File: config.mk
export PLATFORM = sky130hd
export DESIGN_NAME = fifo_prog
export DESIGN_NICKNAME = d
export VERILOG_FILES = /design/src/rtl/fifo_prog_pkg.sv /design/src/rtl/fifo_mem.sv /design/src/rtl/fifo_prog.sv
export SDC_FILE = /design/constraint.sdc
export NUM_CORES = 1
export LEC_CHECK = 0
export CAP_MARGIN = 20
export CORE_UTILIZATION = 54
export DETAILED_ROUTE_END_ITERATION = 6
export GPL_ROUTABILITY_DRIVEN = 1
export PLACE_DENSITY = 0.9
export SETUP_SLACK_MARGIN = 0.1
export SLEW_MARGIN = 30
export SYNTH_ARGS = -nofsm -noshare
export SYNTH_HDL_FRONTEND = slang
export SYNTH_SLANG_ARGS = --single-unit
File: constraint.sdc
create_clock -name clk -period 3 [get_ports clk]
set_input_delay 0.9 -clock clk [delete_from_list [all_inputs] [get_ports clk]]
set_output_delay 0.9 -clock clk [all_outputs]
set_load 0.01 [all_outputs]
File: src/rtl/fifo_prog_pkg.sv
// Shared defaults, depth helper and operation encoding for fifo_prog.
// Define FIFO_PROG_FWFT_EN to build fifo_prog with a first-word fall-through read port.
package fifo_prog_pkg;

  localparam int unsigned DEF_DATA_WIDTH = 4;
  localparam int unsigned DEF_BUF_WIDTH  = 3;

  typedef enum logic [1:0] {
    OP_IDLE = 2'b00,
    OP_POP  = 2'b01,
    OP_PUSH = 2'b10,
    OP_BOTH = 2'b11
  } fifo_op_e;

  function automatic int unsigned fifo_depth(input int unsigned buf_width);
    return 32'd1 << buf_width;
  endfunction

endpackage

File: src/rtl/fifo_mem.sv
// 2**BUF_WIDTH x DATA_WIDTH register array: synchronous write, asynchronous read.
module fifo_mem
  import fifo_prog_pkg::*;
#(
  parameter int unsigned DATA_WIDTH = DEF_DATA_WIDTH,
  parameter int unsigned BUF_WIDTH  = DEF_BUF_WIDTH
) (
  input  logic                  clk,
  input  logic                  i_we,
  input  logic [BUF_WIDTH-1:0]  i_waddr,
  input  logic [DATA_WIDTH-1:0] i_wdata,
  input  logic [BUF_WIDTH-1:0]  i_raddr,
  output logic [DATA_WIDTH-1:0] o_rdata
);

  localparam int unsigned DEPTH = fifo_depth(BUF_WIDTH);

  logic [DATA_WIDTH-1:0] r_mem [DEPTH];

  always_ff @(posedge clk) begin
    if (i_we) r_mem[i_waddr] <= i_wdata;
  end

  assign o_rdata = r_mem[i_raddr];

endmodule

File: src/rtl/fifo_prog.sv
// Parametrised synchronous FIFO with programmable almost flags and sticky error flags.
// Macro FIFO_PROG_FWFT_EN selects a first-word fall-through read port; default is registered read.
module fifo_prog
  import fifo_prog_pkg::*;
#(
  parameter int unsigned DATA_WIDTH = DEF_DATA_WIDTH,
  parameter int unsigned BUF_WIDTH  = DEF_BUF_WIDTH
) (
  input  logic                  clk,
  input  logic                  rst,
  input  logic                  wr_en,
  input  logic [DATA_WIDTH-1:0] buf_in,
  input  logic                  rd_en,
  output logic [DATA_WIDTH-1:0] buf_out,
  input  logic [BUF_WIDTH:0]    af_thresh,
  input  logic [BUF_WIDTH:0]    ae_thresh,
  input  logic                  err_clr,
  output logic                  buf_full,
  output logic                  buf_empty,
  output logic                  almost_full,
  output logic                  almost_empty,
  output logic                  overflow,
  output logic                  underflow,
  output logic [BUF_WIDTH:0]    fifo_counter
);

  localparam int unsigned          DEPTH    = fifo_depth(BUF_WIDTH);
  localparam logic [BUF_WIDTH:0]   CNT_FULL = (BUF_WIDTH+1)'(DEPTH);
  localparam logic [BUF_WIDTH:0]   CNT_ONE  = (BUF_WIDTH+1)'(1);
  localparam logic [BUF_WIDTH-1:0] PTR_ONE  = BUF_WIDTH'(1);

  logic [BUF_WIDTH-1:0]  r_wr_ptr, r_rd_ptr;
  logic [BUF_WIDTH:0]    r_count;
  logic                  r_overflow, r_underflow;
  logic [DATA_WIDTH-1:0] w_rdata;
  logic                  w_full, w_empty, w_push, w_pop, w_ovf_evt, w_unf_evt;
  fifo_op_e              w_op;

  // A push while full is accepted only alongside a pop: it lands in the slot
  // being freed, and the async read captures the old word before the write.
  always_comb begin
    w_full    = (r_count == CNT_FULL);
    w_empty   = (r_count == '0);
    w_push    = wr_en && (!w_full || rd_en);
    w_pop     = rd_en && !w_empty;
    w_ovf_evt = wr_en && w_full && !rd_en;
    w_unf_evt = rd_en && w_empty;
    w_op      = fifo_op_e'({w_push, w_pop});
  end

  fifo_mem #(
    .DATA_WIDTH (DATA_WIDTH),
    .BUF_WIDTH  (BUF_WIDTH)
  ) u_mem (
    .clk     (clk),
    .i_we    (w_push),
    .i_waddr (r_wr_ptr),
    .i_wdata (buf_in),
    .i_raddr (r_rd_ptr),
    .o_rdata (w_rdata)
  );

  always_ff @(posedge clk or posedge rst) begin
    if (rst) begin
      r_wr_ptr    <= '0;
      r_rd_ptr    <= '0;
      r_count     <= '0;
      r_overflow  <= 1'b0;
      r_underflow <= 1'b0;
    end else begin
      if (w_push) r_wr_ptr <= r_wr_ptr + PTR_ONE;
      if (w_pop)  r_rd_ptr <= r_rd_ptr + PTR_ONE;
      case (w_op)
        OP_PUSH: r_count <= r_count + CNT_ONE;
        OP_POP:  r_count <= r_count - CNT_ONE;
        default: r_count <= r_count;
      endcase
      // A new error event outranks a simultaneous clear.
      r_overflow  <= w_ovf_evt || (r_overflow  && !err_clr);
      r_underflow <= w_unf_evt || (r_underflow && !err_clr);
    end
  end

`ifdef FIFO_PROG_FWFT_EN
  assign buf_out = w_empty ? '0 : w_rdata;
`else
  logic [DATA_WIDTH-1:0] r_buf_out;

  always_ff @(posedge clk or posedge rst) begin
    if (rst)        r_buf_out <= '0;
    else if (w_pop) r_buf_out <= w_rdata;
  end

  assign buf_out = r_buf_out;
`endif

  assign buf_full     = w_full;
  assign buf_empty    = w_empty;
  assign almost_full  = (r_count >= af_thresh);
  assign almost_empty = (r_count <= ae_thresh);
  assign overflow     = r_overflow;
  assign underflow    = r_underflow;
  assign fifo_counter = r_count;

endmodule

# [Word-level counts from Yosys, hierarchy flattened]
# Memories as Yosys holds them, arrays and structs flattened. A register that Yosys moved wholly into a read port is not among the register bits.
# Cells that the tools add are included.
[word_totals] mem_bits_ro=0 in_bits=17 ram_bits=32 output_inout_bits=14 latchBits=0 ff_bits=12 n_memories=1 wordCells=34
[memory_table] name="u_mem.r_mem" depth=8 word_bits=4 rd=1 rd_ports_with_merged_regs=1 wr=1 line="fifo_mem.sv:18" text="logic [DATA_WIDTH-1:0] r_mem [DEPTH];"
[op_classes] n_div=0 n_lt_le_gt_ge=2 n_eq_ne=3 bitwise=0 muxes=3 add_sub_neg=4 reduce_logical=16 shift=0 multipliers=0
[ops] cell="4-bit one-hot mux with 2 select lines" n=1
[ops] cell="1-bit logical AND" n=7
[ops] cell="3-bit by 1-bit adder with 3-bit output, second input constant" n=2
[ops] cell="4-bit by 1-bit adder with 4-bit output, second input constant" n=1
[ops] cell="4-bit == test, second input constant" n=1
[ops] cell="4-bit greater-or-equal comparator" n=1
[ops] cell="4-bit <= comparator" n=1
[ops] cell="1-bit logical NOT" n=4
[ops] cell="4-bit logical NOT" n=1
[ops] cell="4-bit by 1-bit subtractor with 4-bit output, second input constant" n=1
[ops] cell="1-bit logical OR" n=3
[ops] cell="2-bit by 1-bit == test with 1-bit output, second input constant" n=1
[ops] cell="2-bit == test, second input constant" n=1
[ops] cell="1-bit 2-to-1 mux" n=2
[ops] cell="2-bit nonzero test" n=1

# [Logic depth before layout (Yosys ltp)]
[logic_depth] ltp_word=6 ltp_mapped=11

# [Modules after synthesis]
# Synthesis repeated with hierarchy kept, for this count alone.
[hier_totals] hier_cells=149 hier_area_um2=2239.6
[by_module_without_submodules] module="fifo_mem" instances=1 cells_per_inst=59 area_per_inst_um2=1290.0
[by_module_without_submodules] module="fifo_prog" instances=1 cells_per_inst=90 area_per_inst_um2=949.7

# [Least setup slack after synthesis]
# Ideal clock, no wire load.
[synth_timing] path_type="in2out" startpoint="input ae_thresh[1]" endpoint="output almost_empty" t_arrival_ns=1.913 required_time_ns=2.100 n_path_buf=0 slack_ns=0.187 path_stages=6 cell_sequence="inv_1 ha_1 nor2b_1 o21a_1 o21a_1 o21ai_0"
[synth_between] elab_chain_cells=1
[synth_rtl] element="start, declared" line="fifo_prog.sv:16" text="input logic [BUF_WIDTH:0] ae_thresh,"
[synth_rtl] element="4-bit <= comparator" line="fifo_prog.sv:100" text="assign almost_empty = (r_count <= ae_thresh);"
[synth_rtl] element="end, declared" line="fifo_prog.sv:21" text="output logic almost_empty,"
# Every way passes these cells.

# [Worst setup path in the final report]
# Ends and elaborated chain as after synthesis.

==> flow_metrics.tcl <==
set metrics [dict create \
    status "complete, no violations" \
    slew_headroom_pct 39.23 \
    final_area_sq_mm 0.002774 \
    worstHoldPathType "flip-flop to flip-flop" \
    placeableCoreArea_sq_mm 0.004000 \
    vias_per_cell 5.528 \
    p_leak_nw 1.147 \
    cts.sinks 48 \
    yosysTopAreaCellShare_pct 42.60 \
    slew_viol_final 0 \
    final_layout_size_suffix_gt1_share_pct 18.32 \
    ys_seq_area_share_pct 60.34 \
    insertion_delay_ns 0.31 \
    endpoint_kind "output pin" \
    cts.reportedPaths.clkPinSlew_ns 0.09 \
    htreeDepth 2 \
    fin_skew_ns 0.005741 \
    min_period_over_period_pct 97.55 \
    hold-worst-slack_ns 0.4983 \
    synthTopCellsByArea "edfxtp_1, dfrtp_1, ha_1" \
    synth_top_cell_by_area "edfxtp_1" \
    fin_util_pct 69.35 \
    clock_path_buffers 2 \
    dieHeight_microns 66.64 \
    start_kind "input port" \
    place_area_sq_mm 0.002626 \
    syn-num-nets 191 \
    drc 0 \
    vdd_ir_drop_max_mv 0.4446 \
    fin_cells 252 \
    avgSynthCellArea_sq_um 14.01 \
    clockRootBuffer "clkbuf_8" \
    port_buffers 30 \
    synthTopCellsByCount "edfxtp_1, dfrtp_1, mux2i_1, nand2_1, ha_1" \
    required_ns 2.10 \
    cts_hold_buf 0 \
    core.rowCount 23 \
    routed-via-count 1393 \
    synth_cells 161 \
    critPathKind "input port to output pin" \
    fin_crit_ns 2.926 \
    fin_nets 231 \
    p_per_area_mw_per_mm2 921.3 \
    syn_area_sq_mm 0.002256 \
    max_freq_ghz 0.3417 \
    grt_pass1_wl_microns 6962 \
    grt_pass1_vias 1386 \
    wl_microns 4387 \
    die_area_sq_mm 0.004440 \
    synth-async-reset-ratio_pct 33.33 \
    rsz0062_at_grt "yes" \
    routabilityCongestion 0.7944 \
    max_slew.worst_pin.slew_ns 0.9115 \
    synthToLayoutAreaGrowth_pct 22.96 \
    hold_violations 0 \
    dp.cells 243 \
    tns_ns 0 \
    grt_overflow_total 0 \
    cts_tree "yes" \
    fp.dieW_microns 66.64 \
    synth_seq_cells 48 \
    ys_warn_count 0 \
    hpwl_microns 3146 \
    first_iter_violations 88 \
    setup_viol 0 \
    max_cap_viol_count 0 \
    synth_most_common_cell "edfxtp_1" \
    synth_edf_count 32 \
    start_util_pct 56.40 \
    worstPathMaxFanout 2 \
    n_antenna_cell 0 \
    fill_cells 260 \
    dr.pass1.iters 6 \
    grt_max_degree 19 \
    synth_cell_type_count 31 \
    route.antenna.remaining_nets 0 \
    grt_usage_pct 22.85 \
    routedWlPerCell_microns 17.41 \
    ys.flop_type "edfxtp_1" \
    antenna_found_initial 0 \
    io_pins 31 \
    cts_made_buffers 5 \
    cp.arrival_ns 2.03 \
]
routing by layer:
layer  vias to the layer above  GRT usage [%]  share of wire (%)
li1                        663              -                  -
met1                       687          25.09                 40
met2                        34          40.78                 54
met3                         9          5.308                4.0
met4                         0          11.44                2.2
met5                         -              0                  0
critical path, cell delays in order:
cell and delay, ns:
buf_2 0.08, inv_1 0.03, ha_1 0.28, nor2b_1 0.13, o21a_1 0.18, o21a_1 0.17
o21ai_1 0.11, buf_2 0.14
cell type report:
| cell class | instances | area [sq um] | area share [%] |
|---|---|---|---|
| clock inverter | 3 | 47.55 | 1.714 |
| sequential | 48 | 1361 | 49.08 |
| timing repair buffer | 38 | 330.3 | 11.91 |
| inverter | 12 | 50.05 | 1.804 |
| clock buffer | 5 | 68.82 | 2.481 |
| tap | 50 | 62.56 | 2.255 |
| multi-input combinational | 96 | 853.3 | 30.76 |
per-stage QoR:
stage / total power [mW] / setup WS (ns)
4_1_cts: 2.538 / 0.06072
3_5_place_dp: 2.059 / -0.7573
6_report: 2.556 / 0.07356
5_1_grt: 2.704 / 0.03065
2_1_floorplan: 1.691 / 0.1870
3_3_place_gp: 1.972 / -0.6908
path summary, 6_finish.rpt:
path | from | to | slack (ns) | cells past startpoint
hold / removal | buf_out[2] | buf_out[2] | 0.50 | 2
setup reg to reg | fifo_counter[0] | fifo_counter[2] | 0.39 | 11
hold reg to reg | buf_out[2] | buf_out[2] | 0.50 | 2
setup / recovery | ae_thresh[1] | almost_empty | 0.07 | 8
max in group asynchronous | rst | r_wr_ptr[2] | 1.63 | 2
min in group asynchronous | rst | buf_out[3] | 0.97 | 2
registers in the layout (all words and copies together), names as in the netlist:
| register | flops |
|---|---|
| underflow | 1 |
| u_mem.r_mem | 32 |
| fifo_counter | 4 |
| r_wr_ptr | 3 |
| buf_out | 4 |
| overflow | 1 |
| r_rd_ptr | 3 |
power by group:
group          total, mW  leakage [nW]  switching [mW]  internal [mW]
Combinational      0.991         0.604           0.428          0.563
Sequential          1.09         0.485           0.215          0.877
Clock              0.473        0.0583           0.222          0.251
Total               2.56          1.15           0.865           1.69
timing repair:
item | in CTS | in global routing
pin swaps | 12 | 7
cloned | 0 | 0
buffers inserted | 1 | 0
resized for setup | 25 | 4
endpoints found under the setup margin | 3 | 3
cell families after synthesis:
logic type	Yosys count	share of synthesized area (%)
AO/OA/AOI/OAI	17	5.324
XOR/XNOR	9	3.494
adder cells (fa/ha/maj)	13	7.210
buffers and inverters	17	4.215
flip-flops	48	60.34
multiplexers	21	11.59
AND/OR/NAND/NOR	36	7.820
cell usage in the layout, fill, tap and decap left out, types with 6 or more instances in the layout:
cell type / synthesis / final
edfxtp_1: 32 / 32
clkdlybuf4s50_1: 0 / 21
mux2i_1: 16 / 16
dfrtp_1: 16 / 16
nand2_1: 14 / 14
inv_1: 11 / 10
ha_1: 13 / 9
buf_4: 1 / 8
xnor2_1: 6 / 6
nor2_1: 6 / 6
No activity file was read; power rests on OpenSTA's default activity.
